## src/rtl/ctrl_pkg.sv

```systemverilog
// ctrl_pkg -- shared encodings for the multi-cycle CPU control unit.
//   * opcode constants (IR[31:26])
//   * FSM state encodings (also visible on the debug state port)
//   * ALUOp, RegDst and PCSrc select encodings
//   * per-instruction select bundle driven by ctrl_decode
//   * op_class(): groups opcodes by the FSM path they take after ID
package ctrl_pkg;

  localparam int ST_BITS  = 4;
  localparam int ALU_BITS = 3;

  // Opcodes
  localparam logic [5:0] OP_ADD  = 6'b000000;
  localparam logic [5:0] OP_SUB  = 6'b000001;
  localparam logic [5:0] OP_ADDI = 6'b000010;
  localparam logic [5:0] OP_OR   = 6'b010000;
  localparam logic [5:0] OP_AND  = 6'b010001;
  localparam logic [5:0] OP_ORI  = 6'b010010;
  localparam logic [5:0] OP_SLL  = 6'b011000;
  localparam logic [5:0] OP_SLT  = 6'b100110;
  localparam logic [5:0] OP_SW   = 6'b110000;
  localparam logic [5:0] OP_LW   = 6'b110001;
  localparam logic [5:0] OP_BEQ  = 6'b110100;
  localparam logic [5:0] OP_BLTZ = 6'b110110;
  localparam logic [5:0] OP_J    = 6'b111000;
  localparam logic [5:0] OP_JR   = 6'b111001;
  localparam logic [5:0] OP_JAL  = 6'b111010;
  localparam logic [5:0] OP_HALT = 6'b111111;

  typedef enum logic [ST_BITS-1:0] {
    S_IF     = 4'b0000,
    S_ID     = 4'b0001,
    S_EXE_LS = 4'b0010,
    S_MEM    = 4'b0011,
    S_WB_LD  = 4'b0100,
    S_EXE_BR = 4'b0101,
    S_EXE_AL = 4'b0110,
    S_WB_AL  = 4'b0111,
    S_HALT   = 4'b1000
  } state_e;

  typedef enum logic [ALU_BITS-1:0] {
    ALU_ADD = 3'b000,
    ALU_SUB = 3'b001,
    ALU_SLL = 3'b010,
    ALU_OR  = 3'b011,
    ALU_AND = 3'b100,
    ALU_SLT = 3'b101
  } alu_op_e;

  localparam logic [1:0] RD_R31 = 2'b00;
  localparam logic [1:0] RD_RT  = 2'b01;
  localparam logic [1:0] RD_RD  = 2'b10;

  localparam logic [1:0] PC_SEQ = 2'b00;
  localparam logic [1:0] PC_BR  = 2'b01;
  localparam logic [1:0] PC_JR  = 2'b10;
  localparam logic [1:0] PC_J   = 2'b11;

  // Datapath selects that depend only on the opcode
  typedef struct packed {
    alu_op_e    alu_op;
    logic       alu_src_a;
    logic       alu_src_b;
    logic       ext_sel;
    logic [1:0] reg_dst;
    logic       db_data_src;
    logic       wr_reg_d_src;
  } sel_t;

  typedef enum logic [2:0] {
    C_AL,    // ALU op: EXE_AL -> WB_AL
    C_BR,    // conditional branch: EXE_BR
    C_LS,    // load/store: EXE_LS -> MEM (-> WB_LD)
    C_JMP,   // j/jal/jr: retire in ID
    C_HALT,
    C_UNDEF  // treated as NOP, retires in ID
  } op_class_e;

  function automatic op_class_e op_class(input logic [5:0] op);
    case (op)
      OP_ADD, OP_SUB, OP_ADDI, OP_OR, OP_AND,
      OP_ORI, OP_SLL, OP_SLT:             return C_AL;
      OP_BEQ, OP_BLTZ:                    return C_BR;
      OP_SW, OP_LW:                       return C_LS;
      OP_J, OP_JR, OP_JAL:                return C_JMP;
      OP_HALT:                            return C_HALT;
      default:                            return C_UNDEF;
    endcase
  endfunction

endpackage

```

## src/rtl/ctrl_decode.sv

```systemverilog
// ctrl_decode -- combinational opcode -> per-instruction datapath selects.
//   opcode : IR[31:26]
//   sel    : ALUOp, ALUSrcA/B, ExtSel, RegDst, DBDataSrc, WrRegDSrc
// State gating of these selects is done in the top level.
module ctrl_decode
  import ctrl_pkg::*;
(
  input  logic [5:0] opcode,
  output sel_t       sel
);

  always_comb begin
    sel              = '0;
    sel.alu_op       = ALU_ADD;
    sel.ext_sel      = 1'b1;
    sel.reg_dst      = RD_RT;
    sel.wr_reg_d_src = 1'b1;
    case (opcode)
      OP_ADD:  sel.reg_dst = RD_RD;
      OP_SUB:  begin sel.alu_op = ALU_SUB; sel.reg_dst = RD_RD; end
      OP_ADDI: sel.alu_src_b = 1'b1;
      OP_OR:   begin sel.alu_op = ALU_OR;  sel.reg_dst = RD_RD; end
      OP_AND:  begin sel.alu_op = ALU_AND; sel.reg_dst = RD_RD; end
      OP_ORI:  begin sel.alu_op = ALU_OR;  sel.alu_src_b = 1'b1; sel.ext_sel = 1'b0; end
      OP_SLL:  begin
        sel.alu_op    = ALU_SLL;
        sel.alu_src_a = 1'b1;
        sel.alu_src_b = 1'b1;
        sel.reg_dst   = RD_RD;
      end
      OP_SLT:  begin sel.alu_op = ALU_SLT; sel.reg_dst = RD_RD; end
      OP_SW:   sel.alu_src_b = 1'b1;
      OP_LW:   begin sel.alu_src_b = 1'b1; sel.db_data_src = 1'b1; end
      OP_BEQ,
      OP_BLTZ: sel.alu_op = ALU_SUB;
      OP_JAL:  begin sel.reg_dst = RD_R31; sel.wr_reg_d_src = 1'b0; end
      default: ;
    endcase
  end

endmodule

```

## src/rtl/multi_cycle_ctrl.sv

```systemverilog
// multi_cycle_ctrl -- control unit of the multi-cycle CPU.
// Sequences each instruction through IF/ID/EXE/MEM/WB and drives every
// datapath select and write enable combinationally from the current state,
// the opcode and the ALU flags.
//   CLK, Reset      : clock; synchronous active-high reset (forces IF)
//   opcode          : IR[31:26], stable from ID onward
//   zero, sign      : ALU flags, valid in EXE
//   state           : current FSM state (debug)
//   PCWre .. PCSrc  : datapath enables and selects
//   inst_count      : retired instruction counter (only with CTRL_PERF_CNT_EN)
// Optional feature macro: CTRL_PERF_CNT_EN.
module multi_cycle_ctrl
  import ctrl_pkg::*;
#(
  parameter int STATE_W = 4,
  parameter int ALUOP_W = 3
)(
  input  logic               CLK,
  input  logic               Reset,
  input  logic [5:0]         opcode,
  input  logic               zero,
  input  logic               sign,
  output logic [STATE_W-1:0] state,
  output logic               PCWre,
  output logic               IRWre,
  output logic               InsMemRW,
  output logic               ExtSel,
  output logic               ALUSrcA,
  output logic               ALUSrcB,
  output logic [ALUOP_W-1:0] ALUOp,
  output logic [1:0]         RegDst,
  output logic               WrRegDSrc,
  output logic               DBDataSrc,
  output logic               RegWre,
  output logic               mRD,
  output logic               mWR,
  output logic [1:0]         PCSrc
`ifdef CTRL_PERF_CNT_EN
  ,output logic [31:0]       inst_count
`endif
);

  state_e    state_q, state_d, st;
  op_class_e cls;
  sel_t      dec_sel, sel;

  ctrl_decode u_decode (
    .opcode (opcode),
    .sel    (dec_sel)
  );

  assign cls = op_class(opcode);

  // While Reset is held the outputs already show the IF values, so the
  // datapath sees a clean fetch even before the first reset edge.
  assign st = Reset ? S_IF : state_q;

  always_comb begin
    state_d = S_IF;
    case (state_q)
      S_IF: state_d = S_ID;
      S_ID: begin
        case (cls)
          C_BR:    state_d = S_EXE_BR;
          C_LS:    state_d = S_EXE_LS;
          C_HALT:  state_d = S_HALT;
          C_AL:    state_d = S_EXE_AL;
          default: state_d = S_IF;  // jumps and undefined opcodes retire here
        endcase
      end
      S_EXE_AL: state_d = S_WB_AL;
      S_WB_AL:  state_d = S_IF;
      S_EXE_BR: state_d = S_IF;
      S_EXE_LS: state_d = S_MEM;
      S_MEM:    state_d = (opcode == OP_LW) ? S_WB_LD : S_IF;
      S_WB_LD:  state_d = S_IF;
      S_HALT:   state_d = S_HALT;
      default:  state_d = S_IF;
    endcase
  end

  always_ff @(posedge CLK) begin
    if (Reset) state_q <= S_IF;
    else       state_q <= state_d;
  end

  // Selects read as zero during fetch; the opcode is not yet meaningful.
  always_comb begin
    sel = '0;
    if (st != S_IF) sel = dec_sel;
  end

  always_comb begin
    PCWre  = 1'b0;
    RegWre = 1'b0;
    mRD    = 1'b0;
    mWR    = 1'b0;
    PCSrc  = PC_SEQ;
    case (st)
      S_ID: begin
        if (cls == C_JMP || cls == C_UNDEF) PCWre = 1'b1;
        if (opcode == OP_JAL) RegWre = 1'b1;
        if (opcode == OP_J || opcode == OP_JAL) PCSrc = PC_J;
        else if (opcode == OP_JR)               PCSrc = PC_JR;
      end
      S_EXE_BR: begin
        PCWre = 1'b1;
        if ((opcode == OP_BEQ && zero) || (opcode == OP_BLTZ && sign)) PCSrc = PC_BR;
      end
      S_WB_AL: begin
        PCWre  = 1'b1;
        RegWre = 1'b1;
      end
      S_MEM: begin
        mRD   = (opcode == OP_LW);
        mWR   = (opcode == OP_SW);
        PCWre = (opcode == OP_SW);
      end
      S_WB_LD: begin
        PCWre  = 1'b1;
        RegWre = 1'b1;
      end
      default: ;
    endcase
  end

  assign state     = STATE_W'(st);
  assign IRWre     = (st == S_IF);
  assign InsMemRW  = 1'b1;
  assign ExtSel    = sel.ext_sel;
  assign ALUSrcA   = sel.alu_src_a;
  assign ALUSrcB   = sel.alu_src_b;
  assign ALUOp     = ALUOP_W'(sel.alu_op);
  assign RegDst    = sel.reg_dst;
  assign WrRegDSrc = sel.wr_reg_d_src;
  assign DBDataSrc = sel.db_data_src;

`ifdef CTRL_PERF_CNT_EN
  // One count per retired instruction; PCWre is never set in HALT.
  logic [31:0] cnt_q;
  always_ff @(posedge CLK) begin
    if (Reset)      cnt_q <= '0;
    else if (PCWre) cnt_q <= cnt_q + 32'd1;
  end
  assign inst_count = cnt_q;
`endif

endmodule
```

## config.mk

```make
export PLATFORM = sky130hd
export DESIGN_NAME = multi_cycle_ctrl
export DESIGN_NICKNAME = d
export VERILOG_FILES = /design/src/rtl/ctrl_pkg.sv /design/src/rtl/ctrl_decode.sv /design/src/rtl/multi_cycle_ctrl.sv
export SDC_FILE = /design/constraint.sdc
export NUM_CORES = 1
export LEC_CHECK = 0
export ABC_AREA = 1
export BUFFER_PORTS_ARGS = -buffer_cell sky130_fd_sc_hd__buf_2
export CAP_MARGIN = 20
export CORE_MARGIN = 1.5
export CORE_UTILIZATION = 40
export DETAILED_ROUTE_END_ITERATION = 10
export GPL_TIMING_DRIVEN = 0
export PLACE_DENSITY = 0.71
export SYNTH_ARGS = -nofsm -noshare
export SYNTH_HDL_FRONTEND = slang
export SYNTH_SLANG_ARGS = --single-unit
```

## constraint.sdc

```tcl
create_clock -name CLK -period 1.6 [get_ports CLK]
set_clock_uncertainty 0.1 [all_clocks]
set_input_delay 0.08 -clock CLK [delete_from_list [all_inputs] [get_ports CLK]]
set_output_delay 0.08 -clock CLK [all_outputs]
set_load 0.005 [all_outputs]
```

* After elaboration in Yosys (flattened, before gate mapping)
Memory sizes are Yosys's and may differ from the RTL's.
Cells that the tools add are included.
** Storage, ports and cells
- Register bits after elaboration :: 4
- Memory bits (read-only) :: 192
- Input bits :: 10
- Output and inout bits :: 22
- Logic and storage cells :: 69
- Memories kept :: 1
** Memory list
- (name not given) :: depth 64, bits a word 3, rd ports 1, clocked after memory_dff 0, wr ports 0, RTL line ctrl_pkg.sv:81 : case (op)
** Operators by class
- Eq/ne operators :: 29
- Mux-type cells :: 22
- Reductions and logical operators :: 16
** Operators by type and width (number)
- 6-bit == test, second input constant :: 8
- 6-bit by 5-bit == test with 1-bit output, second input constant :: 4
- 4-bit case mux with 6 select lines :: 1
- 4-bit by 3-bit == test with 1-bit output, second input constant :: 4
- 4-bit case mux with 4 select lines :: 1
- 3-bit case mux with 5 select lines :: 1
- 4-bit by 2-bit == test with 1-bit output, second input constant :: 3
- 1-bit 2-to-1 mux :: 10
- 10-bit 2-to-1 mux :: 1
- 4-bit by 1-bit == test with 1-bit output, second input constant :: 2
- 4-bit zero test :: 2
- 2-bit case mux with 2 select lines :: 2
- 3-bit by 2-bit == test with 1-bit output, second input constant :: 2
- 3-bit == test, second input constant :: 2
- 6-bit by 1-bit == test with 1-bit output, second input constant :: 1
- 6-bit by 2-bit == test with 1-bit output, second input constant :: 1
- 6-bit zero test :: 1
- 3-bit OR reduction :: 2
- 6-bit OR reduction :: 1
- 5-bit OR reduction :: 1
- 4-bit == test, second input constant :: 1
- 2-bit 2-to-1 mux :: 2
- 4-bit 2-to-1 mux :: 1
- 4-bit nonzero test :: 1
- other kinds (8) :: 12

* Longest topological paths before layout
Gate-level depths: netlist of run 1.
- Depth after elaboration :: 5
- Mapped depth :: 9
- Depth with buffers taken out :: 9

* By module
A second synthesis of run 1 with hierarchy kept.
** Second synthesis, totals
- Cells, all modules :: 170
- Area total of the unflattened synthesis :: 843.3 um2
** Modules (own cells, without submodules)
- multi_cycle_ctrl :: times used 1, cells each 127, area each 631.9 um2, sequential area each 80.1 um2
- ctrl_decode :: times used 1, cells each 43, area each 211.5 um2, sequential area each 0.0 um2

* Least setup slack after synthesis of run 1
No wires, ideal clock.
- Path kind :: register -> output
- Start point :: register state_q[3]
- End point :: output PCSrc[0]
- Data arrival time :: 1.026 ns
- Data required time :: 1.420 ns
- Slack :: 0.394 ns
- Cell stages (with the launch flop) :: 8
- Buffers on the path :: 0
- Path through :: dfxtp_1 inv_1 nand2_1 nor2_2 inv_2 nor2_2 inv_1 o31ai_1
** Between the ends
- Cells in the longest elaborated chain, start to end :: 3
- Elaborated cells between the ends (all ways) :: 4
- Classes of those cells :: eq/ne: 2; mux: 2
** RTL lines
- start: declaration :: RTL line multi_cycle_ctrl.sv:43 : state_e state_q, state_d, st;
- start signal: assignment :: RTL line multi_cycle_ctrl.sv:84 : else state_q <= state_d;
- 4-bit 2-to-1 mux (*) :: RTL line multi_cycle_ctrl.sv:56 : assign st = Reset ? S_IF : state_q;
- 4-bit by 3-bit == test with 1-bit output or 4-bit by 1-bit == test with 1-bit output (tied branches) :: RTL line multi_cycle_ctrl.sv:99 : case (st)
- 2-bit case mux with 2 select lines (*) :: RTL line multi_cycle_ctrl.sv:99
- end: declaration :: RTL line multi_cycle_ctrl.sv:37 : output logic [1:0] PCSrc
Every way passes the cells marked *; elsewhere a longest branch is shown, timed or not.

* Final worst setup path of run 1
- Start point :: register state_q[1]
- End point :: output PCSrc[0]
The elaborated chain is that of the path after synthesis.

==> results.md, run 1 <==
- Critical Setup Path Class: register to output pin
- Min-Delay Startpoint: Reset
- Sequential cell area in the final layout: approximately 84 um^2
- Net switching fraction of the power: about two fifths
- Final net count: between 200 and 250
- Max-cap viol count: 0
- Total Routed Length: roughly 2.1 mm
- Count of different cell masters after synthesis: 26
- Number of setup violations in the final report: 0
- Clock tree root buffer cell: sky130_fd_sc_hd__clkbuf_4
- Adder-cell area share of the yosys netlist: 0%
- Core Rows: 15
- Syn Std Cell Area: 776 um^2
- End point of the worst hold path: state_q[3]
- Full die area: around 2200 um^2
- Post-Layout Inst Area: 1040 um^2
- Maximum number of pins on one net before global-route repair: 11
- HPWL after detailed placement: between 1.5 and 2 mm
- Global-route wire length before repair: about 3.3 mm
- Maximum count of clock buffers along a single path: 2
- Most common cell after layout, fill and taps aside: sky130_fd_sc_hd__nand2_1
- Power density over the cells: ~470 nW/um^2
- Antenna Violating Nets Remaining: 0
- Synthesized-area fraction occupied by and/or/nand/nor cells: 58.2%
- Die outline height: 47.0 um
- Number of remaining DRC errors: 0
- Synthesized area divided by synthesized cell count: around 5.0 um^2
- Post-synthesis sequential element count: 4
- Routed WL per cell: between 9 and 10 um
- R2R depth: 7
- Total global-route track usage: slightly above 20%
- Starting density of the core: roughly 44%
- Clk sinks: 4
- Vias per cell: just under 5
- Type of origin of the critical path: register
- Area taken by multi-input logic gates: 599 um^2
- Total number of vias: around 1000
- Outcome: finished, final reports clean
- Worst path setup slack after routing: 0.0514 ns
- Fill cell count: 193
- R2R setup slack: ~0.30 ns
- Cell Int Power: ~290 uW
- Sequential fraction of the synthesis area: around a tenth
- Antenna diode count: 0
- Worst stage delay on the critical path: 0.34 ns
- Area growth syn-to-layout: 34.5%
- Residual overflow from global routing: 0
- Power share of the clock group: between 20% and 30%
- Xor and xnor area share after synthesis: 0%
- Buffers added on ports: 29
- Worst setup slack before clock tree synthesis: approximately 0.16 ns
- Most frequent cells in the layout: sky130_fd_sc_hd__nand2_1 (35), sky130_fd_sc_hd__buf_2 (30), sky130_fd_sc_hd__nor2_1 (29)
- Critical Path, Cell by Cell: inv_4, nand2_4, nor2_4, inv_2, nor2_4, inv_2, o31ai_2, buf_2
- Cell count after synthesis: between 150 and 200
- Count of H-tree levels built during CTS: 1
- Clock tree from TritonCTS: done
- Combinational Power Share: approximately half
- Horiz. Die Dim: between 40 and 50 um
- Required time of the worst setup path: around 1.4 ns
- Share of the core filled with cells: slightly below 60%
- Vias in the first global route: 844
- Max reg flops: 4
- Combinational family with the most area after synthesis: simple AND/OR/NAND/NOR gates
- Worst Path Max Fanout: 4
- Number of flops mapped to enable cells by yosys: 0
- Synth warnings: 0
- Final number of hold-violating endpoints: 0
- Worst-Skew Late Latency: approximately 0.23 ns
- Final weighted congestion in routability-driven placement: between 0.8 and 0.9
- Master of the slowest instance on the critical path: sky130_fd_sc_hd__dfxtp_2
- Period minus WS final: 1.55 ns
- Switching power of the nets: roughly 200 uW
- Endpoint of the worst register-to-register path: state_q[2]
- Highest clock frequency the design can meet: between 0.6 and 0.7 GHz
- Drt first pass iters: 4
- Synth Area in Compound Gates: between 10% and 20%
- Proportion of synthesized area in mux cells: 0%
- Max-slew violations: 0
- Total core area: around 1800 um^2
- Sequential group share of total power: 24.6%
- Depth of the worst hold-timing path: 3
- R2R Path Start: state_q[1]
- Top_reg_cell synth: sky130_fd_sc_hd__dfxtp_1
- Leakage power total: approximately 0.00058 uW
- Share of async-settable or async-resettable flops after synthesis: 0%
- Top-level port count: 32
- Regs by FF count: state_q: 4 flops
- Crit path capture type: output pin
- Clock transition at the registers of the reported paths: 0.04 ns
- Placed Instance Area: roughly 950 um^2
- Violation count after the first detailed-routing iteration: 17
- Maximum vdd ir drop: 244 uV
- RSZ-0062 raised after global routing: yes
- Arrival time at the worst endpoint: between 1 and 1.5 ns
- Path category of the worst min-delay check: input port to register
- Initial antenna violation count: 0
- Number of buffers created by CTS: 3
- Proportion of layout cells with a drive suffix above 1: 39.7%
- Net count after synthesis: 165
- Top reg by flops: state_q
- Final period util: 96.8%
## kinds of logic after synthesis
group                  Yosys count
and+or+nand+nor                100
AOI/OAI and AO/OA               16
other                            1
buffers and inverters           34
DFF                              4
## power groups by stage
stage	Clock [uW]	Sequential, uW	Combinational, uW
2_1_floorplan	0	113	148
3_3_place_gp	0	114	207
3_5_place_dp	0	115	210
4_1_cts	129	114	220
5_1_grt	134	120	271
6_report	125	119	242
## worst max-delay path, delay by kind of cell, from the launching register on
family / cells / cell delay, ns
buffers and inverters: 4 / 0.33
AND/OR/NAND/NOR: 3 / 0.30
AO/OA/AOI/OAI: 1 / 0.17
flip-flops: 1 / 0.34
## per-stage QoR
step | hold WS, ns | power [uW] | TNS (ns) | instances
2_1_floorplan | 0.0986 | 261 | 0 | 155
5_1_grt | 0.180 | 525 | -0.0310 | 214
3_3_place_gp | 0.304 | 321 | 0 | 209
4_1_cts | 0.118 | 463 | -0.000431 | 213
6_report | 0.146 | 486 | 0 | 214
3_5_place_dp | 0.306 | 325 | 0 | 209
## cell type report
| class | count | area share, % |
|---|---|---|
| Multi-Input combinational cell | 117 | 57.4 |
| Timing Repair Buffer | 31 | 15.3 |
| Inverter | 31 | 11.8 |
| Sequential cell | 4 | 8.03 |
| Tap cell | 25 | 3.00 |
| Buffer | 3 | 2.28 |
| Clock buffer | 3 | 2.16 |
## synth_stat cells, drive strengths merged, types with 2 or more instances
cell | instances | share of area [%]
a31oi | 3 | 2.4
dfxtp | 4 | 10
nor2 | 38 | 21
inv | 30 | 15
nand4 | 2 | 1.6
o21ai | 2 | 1.3
a21oi | 9 | 7.3
buf | 3 | 3.1
nand2 | 40 | 20
nor3 | 4 | 2.6
nand3 | 13 | 9.0
## worst max-delay path by stage
stage | start | end | slack (ns) | cells after the start
2_1_floorplan | state_q[3] | PCSrc[0] | 0.39 | 7
3_3_place_gp | state_q[3] | PCSrc[0] | 0.18 | 8
3_5_place_dp | state_q[3] | RegDst[0] | 0.16 | 7
4_1_cts | state_q[3] | RegDst[0] | -0.0004 | 7
5_1_grt | state_q[1] | PCSrc[0] | -0.03 | 8
6_report | state_q[1] | PCSrc[0] | 0.05 | 8
## what timing repair did
item | in CTS | in global routing
endpoints found under the setup margin | 12 | 15
buffers inserted | 1 | 1
hold buffers | 0 | 0
pin swaps | 4 | 4
resized for setup | 7 | 13
## layer usage
layer	GRT usage [%]	vias up	share of wire, %
li1	-	550	-
met1	24.9	452	42
met2	37.8	37	50
met3	1.92	6	5.4
met4	7.78	0	1.6
met5	0	-	0
(Power assumes the default switching activity.)
==> inputs of run 2 (changes only) <==
--- a/config.mk
+++ b/config.mk
@@ -10,9 +10,12 @@
 export CAP_MARGIN = 20
 export CORE_MARGIN = 1.5
 export CORE_UTILIZATION = 40
+export CTS_BUF_LIST = sky130_fd_sc_hd__clkbuf_2
 export DETAILED_ROUTE_END_ITERATION = 10
 export GPL_TIMING_DRIVEN = 0
-export PLACE_DENSITY = 0.71
+export PLACE_DENSITY = 0.7
+export SETUP_SLACK_MARGIN = 0.3
 export SYNTH_ARGS = -nofsm -noshare
 export SYNTH_HDL_FRONTEND = slang
+export SYNTH_HIERARCHICAL = 1
 export SYNTH_SLANG_ARGS = --single-unit
==> run 2 against run 1 <==
Cell count increased by 11%. Synthesized cell count up 9.7%. First-iteration DRC count is 120% higher. Global-route usage is 1.3 points higher. Utilization increased by 2.1 points. Combinational power increased by 24%. Sequential power up 4%. Critical path type unchanged.
==> results.md, run 2 <==
- Outcome: finished, final reports clean
- Critical Setup Path Class: register to output pin
- Top cells by instance count after synthesis: sky130_fd_sc_hd__nor2_1 (35), sky130_fd_sc_hd__nand2_1 (31), sky130_fd_sc_hd__inv_1 (30), sky130_fd_sc_hd__nand3_1 (23), sky130_fd_sc_hd__nand2_2 (9)
- Sequential fraction of the synthesis area: 9.50% (-0.83 points)
- Share of async-settable or async-resettable flops after synthesis: 0% (unchanged)
- Worst path most repeated cell: sky130_fd_sc_hd__nor2_4
- Worst-Skew Late Latency: 0.23 ns (about the same)
- Final period util: 93.6% (-3.2 points)
- Count of H-tree levels built during CTS: 1 (unchanged)
- Period minus WS final: 1.50 ns (-0.0506 ns)
- Number of flops mapped to enable cells by yosys: 0 (unchanged)
- Regs by FF count: state_q: 4 flops
- Proportion of layout cells with a drive suffix above 1: 45.2% (+5.6 points)
- Full die area: 2390 um^2 (+8.1%)
- Leakage power total: 0.000685 uW (+19%)
- Master of the slowest instance on the critical path: sky130_fd_sc_hd__dfxtp_4
- Post-Place Cells: 227 (+8.6%)
- Global-route wire length before repair: 4.28 mm (+28%)
- Power share of the clock group: 18.8% (-6.9 points)
- Final net count: 222 (+10%)
- Path category of the worst min-delay check: input port to register
- Required time of the worst setup path: 1.42 ns (about the same)
- Routed WL per cell: 10.5 um (+5.5%)
- Buffers added on ports: 30 (+3.4%)
- Total Routed Length: 2.49 mm (+17%)
- Fill cell count: 191 (-1.0%)
- Residual overflow from global routing: 0 (unchanged)
- Min-Delay Startpoint: Reset
- Total core area: 1980 um^2 (+11%)
- Arrival time at the worst endpoint: 1.32 ns (-0.05 ns)
- Clk sinks: 4 (unchanged)
- Most frequent cells in the layout: sky130_fd_sc_hd__buf_2 (31), sky130_fd_sc_hd__nor2_1 (29), sky130_fd_sc_hd__nand2_1 (26)
- Worst Path Max Fanout: 3 (-1)
- Final number of hold-violating endpoints: 0 (unchanged)
- Post-synthesis sequential element count: 4 (unchanged)
- Antenna diode count: 0 (unchanged)
- Sequential group share of total power: 23.8% (-0.8 points)
- Die outline height: 48.9 um (+4.0%)
- Critical Path, Cell by Cell: nor2_4, nand2_2, nor2_4, nand4_1, o21ai_1, buf_2
- Horiz. Die Dim: 48.9 um (+4.0%)
- Violation count after the first detailed-routing iteration: 37 (+20)
- Worst path setup slack after routing: 0.102 ns (+0.0506 ns)
- Net switching fraction of the power: 47.3% (+6.1 points)
- Core Rows: 16 (+1)
- Setup total negative slack: 0 ns (unchanged)
- Cell count after synthesis: 170 (+9.7%)
- Met2 Track Usage GR: 37.7% (-0.14 points)
- Synthesized area divided by synthesized cell count: 4.96 um^2 (-0.88%)
- Net count after synthesis: 180 (+9.1%)
- Clock tree from TritonCTS: done
- Maximum count of clock buffers along a single path: 2 (unchanged)
- Highest clock frequency the design can meet: 0.668 GHz (+3.4%)
- Max reg flops: 4 (unchanged)
- Vias in the first global route: 1064 (+26%)
- Vias per cell: 4.97 (+1.7%)
- Sequential cell area in the final layout: 92.6 um^2 (+10%)
- Top_reg_cell synth: sky130_fd_sc_hd__dfxtp_1
- Total number of vias: 1177 (+13%)
- Switching power of the nets: 246 uW (+23%)
- Beginning of the critical path: state_q[2]
- Synth warnings: 6 (+6)
- Met1 track demand over resource: 26.7% (+1.7 points)
- Non-filler instance count after layout: 237 (+11%)
- Number of buffers created by CTS: 3 (unchanged)
- Count of different cell masters after synthesis: 22 (-15%)
- Most frequent cell after synthesis: sky130_fd_sc_hd__nor2_1
- Number of remaining DRC errors: 0 (unchanged)
- Number of setup violations in the final report: 0 (unchanged)
- Cell accounting for the most synthesized area: sky130_fd_sc_hd__nor2_1
- Crit path capture type: output pin
- Met3 capacity usage during global routing: 3.37% (+1.5 points)
- Area taken by multi-input logic gates: 701 um^2 (+17%)
- Drt first pass iters: 4 (unchanged)
- Most utilized layer in the global route result: met2
- Type of origin of the critical path: register
- Maximum number of pins on one net before global-route repair: 11 (unchanged)
- Combinational Power Share: 57.5% (+7.7 points)
- Worst setup slack before clock tree synthesis: 0.168 ns (+0.00368 ns)
- Synth top area share: 15.6% (-2.3 points)
- Starting density of the core: 42.6% (-0.96 points)
- Worst stage delay on the critical path: 0.36 ns (+0.02 ns)
- Total global-route track usage: 22.0% (+1.3 points)
- Top reg by flops: state_q
- Area contributors post-synth: sky130_fd_sc_hd__nor2_1 (16%), sky130_fd_sc_hd__nand2_1 (14%), sky130_fd_sc_hd__nand3_1 (14%)
- Syn Std Cell Area: 843 um^2 (+8.7%)
- Cell Int Power: 275 uW (-3.9%)
- Clock transition at the registers of the reported paths: 0.06 ns (+0.02 ns)
- HPWL after detailed placement: 1.83 mm (+8.1%)
- RSZ-0062 raised after global routing: yes
- Power density over the cells: 433 nW/um^2 (-7.0%)
- Top-level port count: 32 (unchanged)
- Max-cap viol count: 0 (unchanged)
- Clock tree root buffer cell: sky130_fd_sc_hd__clkbuf_2
- Maximum vdd ir drop: 290 uV (+19%)
- Critical path buffer and inverter count: 1 (-3)
- Final weighted congestion in routability-driven placement: 0.922 (+6.0%)
- Max-slew violations: 0 (unchanged)
- CP delay by family, top: simple AND/OR/NAND/NOR gates
- Area growth syn-to-layout: 42.6%
- R2R Path Start: state_q[2]
- Initial antenna violation count: 0 (unchanged)
- Most common cell after layout, fill and taps aside: sky130_fd_sc_hd__buf_2
- Antenna Violating Nets Remaining: 0 (unchanged)
run 2: per-layer routing:
metal	up-vias	part of all wire, %
met2	50	50
li1	609	-
met3	3	5.8
met5	-	0
met1	515	44
met4	0	0.93
run 2: final cells by class:
type	instances	area share (%)
Timing Repair Buffer	37	16.9
Buffer	3	1.66
Tap cell	27	2.81
Clock buffer	3	1.25
Multi-Input combinational cell	127	58.3
Inverter	36	11.4
Sequential cell	4	7.70
run 2: logic make-up (layout without fill, tap and decap cells):
group           Yosys count  after routing  share of synthesized area, %
simple gates            117            117                          65.3
other cells               1              1                         0.445
flops                     4              4                          9.50
compound gates            9              9                          6.68
buf+inv                  39             79                          18.1
run 2: tightest hold or removal path: stages:
cell	delay, ns
sky130_fd_sc_hd__buf_2	0.09
sky130_fd_sc_hd__buf_2	0.24
sky130_fd_sc_hd__a21oi_2	0.04
run 2: path summary, 6_finish.rpt:
| path | to | depth (start not counted) | slack (ns) |
|---|---|---|---|
| worst min register to register | state_q[3] | 2 | 0.46 |
| worst min-delay path | state_q[3] | 3 | 0.19 |
| worst max register to register | state_q[0] | 8 | 0.31 |
| worst max-delay path | RegWre | 6 | 0.10 |
run 2: power by group through the flow:
stage	clock [uW]	sequential (uW)	combinational, uW
after floorplan	0	117	159
after global placement	0	119	231
after detailed placement	0	119	234
after CTS	98.5	121	281
after global routing	105	125	335
final	97.9	124	299
run 2: timing repair:
action,4_1_cts,5_1_grt
setup endpoints to repair,17,20
hold buffers,0,0
gates resized for setup,26,12
pin swaps,9,4
buffers inserted,7,0
run 2: through the flow:
stage	total power [uW]	instance area, um^2	utilization [%]	hold slack, ns
6_report	521	1200	60.7	0.186
5_1_grt	565	1200	60.7	0.208
4_1_cts	501	1170	58.8	0.152
3_5_place_dp	353	1030	51.8	0.358
3_3_place_gp	349	1030	51.8	0.357
2_1_floorplan	276	843	-	0.111
==> inputs of run 3 (changes only) <==
--- a/config.mk
+++ b/config.mk
@@ -6,7 +6,7 @@
 export NUM_CORES = 1
 export LEC_CHECK = 0
 export ABC_AREA = 1
-export BUFFER_PORTS_ARGS = -buffer_cell sky130_fd_sc_hd__buf_2
+export BUFFER_PORTS_ARGS = -buffer_cell sky130_fd_sc_hd__clkbuf_2
 export CAP_MARGIN = 20
 export CORE_MARGIN = 1.5
 export CORE_UTILIZATION = 40
==> run 3 against run 2 <==
Register-to-register slack worse by 0.09 ns. Maximum frequency is 0.78% lower. Setup slack worse by 0.012 ns. Design area is 6.3% higher. Utilization is 3.9 points higher. Wire length is 10% higher. Non-clock buffer count is 6 higher. Die area stayed put. Clock power is 7% higher. Largest cell class unchanged.
==> results.md, run 3 (same netlist as run 2, synthesis figures left out) <==
- Number of setup violations in the final report: 0 (unchanged)
- Top-level port count: 32 (unchanged)
- Period minus WS final: 1.51 ns (+0.0118 ns)
- PnR Total Power: 556 uW (+6.8%)
- Met2 Track Usage GR: 41.6% (+3.9 points)
- Full die area: 2390 um^2 (unchanged)
- Violation count after the first detailed-routing iteration: 36 (-2.7%)
- Master of the slowest instance on the critical path: sky130_fd_sc_hd__dfxtp_4
- Starting density of the core: 42.6% (unchanged)
- R2R Path Start: state_q[0]
- RSZ-0062 raised after global routing: yes
- R2R depth: 10 (+2)
- Min-Delay Startpoint: Reset
- End point of the worst hold path: state_q[3]
- Clock transition at the registers of the reported paths: 0.06 ns (about the same)
- Highest clock frequency the design can meet: 0.662 GHz (-0.78%)
- Met1 track demand over resource: 26.5% (-0.14 points)
- Worst Path Max Fanout: 3 (unchanged)
- HPWL after detailed placement: 1.91 mm (+4.2%)
- Max-slew violations: 0 (unchanged)
- Number of remaining DRC errors: 0 (unchanged)
- Final net count: 228 (+2.7%)
- Final weighted congestion in routability-driven placement: 0.899 (-2.6%)
- Met3 capacity usage during global routing: 0.920% (-2.5 points)
- Final period util: 94.4% (+0.74 points)
- Depth of the worst hold-timing path: 3 (unchanged)
- Hold-fix buffers, CTS: 0 (unchanged)
- Final number of hold-violating endpoints: 0 (unchanged)
- Setup total negative slack: 0 ns (unchanged)
- Vias per cell: 4.98 (+0.18%)
- Clock tree from TritonCTS: done
- Initial antenna violation count: 0 (unchanged)
- Area growth syn-to-layout: 51.6%
- Routed WL per cell: 11.3 um (+7.4%)
- Residual overflow from global routing: 0 (unchanged)
- Proportion of layout cells with a drive suffix above 1: 46.3% (+1.1 points)
- Global-route wire length before repair: 4.35 mm (+1.5%)
- R2R setup slack: 0.22 ns (-0.09 ns)
- Power density over the cells: 435 nW/um^2 (+0.44%)
- Count of H-tree levels built during CTS: 1 (unchanged)
- Worst-Skew Late Latency: 0.23 ns (about the same)
- Number of buffers created by CTS: 3 (unchanged)
- Total Routed Length: 2.74 mm (+10%)
- Critical Setup Path Class: register to output pin
- Max-cap viol count: 0 (unchanged)
- Leakage power total: 0.000712 uW (+3.9%)
- Die outline height: 48.9 um (unchanged)
- Core Rows: 16 (unchanged)
- Maximum number of pins on one net before global-route repair: 11 (unchanged)
- Vias in the first global route: 1089 (+2.3%)
- Total global-route track usage: 22.4% (+0.40 points)
- Top reg by flops: state_q
- Most utilized layer in the global route result: met2
- Total number of vias: 1209 (+2.7%)
- Maximum vdd ir drop: 272 uV (-6.0%)
- Clk sinks: 4 (unchanged)
- Drt first pass iters: 4 (unchanged)
- Horiz. Die Dim: 48.9 um (unchanged)
- Path category of the worst min-delay check: input port to register
- Total core area: 1980 um^2 (unchanged)
- Required time of the worst setup path: 1.42 ns (about the same)
- Worst stage delay on the critical path: 0.39 ns (+0.03 ns)
- Most frequent cells in the layout: sky130_fd_sc_hd__clkbuf_2 (31), sky130_fd_sc_hd__nor2_1 (30), sky130_fd_sc_hd__nand2_1 (26)
- Clock tree root buffer cell: sky130_fd_sc_hd__clkbuf_2
- Most common cell after layout, fill and taps aside: sky130_fd_sc_hd__clkbuf_2
- Endpoint of the worst register-to-register path: state_q[0]
- Max reg flops: 4 (unchanged)
- Type of origin of the critical path: register
- Regs by FF count: state_q: 4 flops
- Post-Place Cells: 227 (unchanged)
- Antenna diode count: 0 (unchanged)
- Arrival time at the worst endpoint: 1.33 ns (about the same)
- Maximum count of clock buffers along a single path: 2 (unchanged)
- Crit path capture type: output pin
- Critical Path, Cell by Cell: inv_4, nor2_4, nand2_2, nor3_4, nand3_1, nand2_1, clkbuf_2
- Antenna Violating Nets Remaining: 0 (unchanged)
- Non-filler instance count after layout: 243 (+2.5%)
- Buffers added on ports: 30 (unchanged)
- Outcome: finished, final reports clean
==> run 3: cell types whose count changed in the layout (fill, tap and decap cells not counted), moves of 3 or more <==
| cell | previous run | this run |
|---|---|---|
| sky130_fd_sc_hd__buf_2 | 31 | 3 |
| sky130_fd_sc_hd__buf_6 | 0 | 3 |
| sky130_fd_sc_hd__nor2_2 | 9 | 5 |
| sky130_fd_sc_hd__buf_4 | 9 | 12 |
| sky130_fd_sc_hd__clkbuf_2 | 3 | 31 |
| sky130_fd_sc_hd__nor2_4 | 2 | 5 |
==> run 3: how the worst max path moves through the flow <==
stage / startpoint / end / slack, ns / cells after the start
after global placement: state_q[3] / RegWre / 0.15 / 6
after global routing: state_q[1] / mRD / 0.01 / 7
after detailed placement: state_q[3] / RegWre / 0.15 / 6
after CTS: state_q[0] / RegWre / 0.05 / 7
final: state_q[2] / PCSrc[0] / 0.09 / 7
after floorplan: state_q[3] / RegWre / 0.41 / 5
==> run 3: final cells by class <==
| class | count | area, um^2 |
|---|---|---|
| fill | 174 | 703 |
| clock buffer | 3 | 15.0 |
| tap | 27 | 33.8 |
| sequential | 4 | 92.6 |
| timing repair buffer | 43 | 255 |
| inverter | 36 | 140 |
| multi-input combinational | 127 | 718 |
| buffer | 3 | 23.8 |
==> run 3: metal layers <==
metal	vias up	share of wire, %
met5	-	0
met4	0	3.5
met3	15	5.3
met2	55	49
met1	515	42
li1	624	-
==> run 3: critical path, delay by kind of cell (launching register included) <==
family | cells | cell delay [ns]
buffers and inverters | 2 | 0.15
AND/OR/NAND/NOR | 5 | 0.54
flip-flops | 1 | 0.39
==> run 3: power breakdown <==
group	internal, uW	total (uW)	switching, uW
Clock	50.6	105	54.7
Combinational	129	329	199
Sequential	108	123	14.8
==> run 3: metrics by stage <==
step                instance area (um^2)  utilization, %  worst slack [ns]  hold slack (ns)
global route                        1280            64.5           0.00951            0.210
finish                              1280            64.5            0.0902            0.179
detailed placement                  1030            51.8             0.152            0.368
floorplan                            843               -             0.412            0.111
global placement                    1030            51.8             0.147            0.363
CTS                                 1160            58.5            0.0525            0.143
==> run 3: timing repair <==
item	4_1_cts	5_1_grt
resized for setup	19	28
gates cloned	0	0
setup endpoints to repair	17	20
pin swaps	12	10
setup buffers	9	4
hold endpoints to repair	0	0
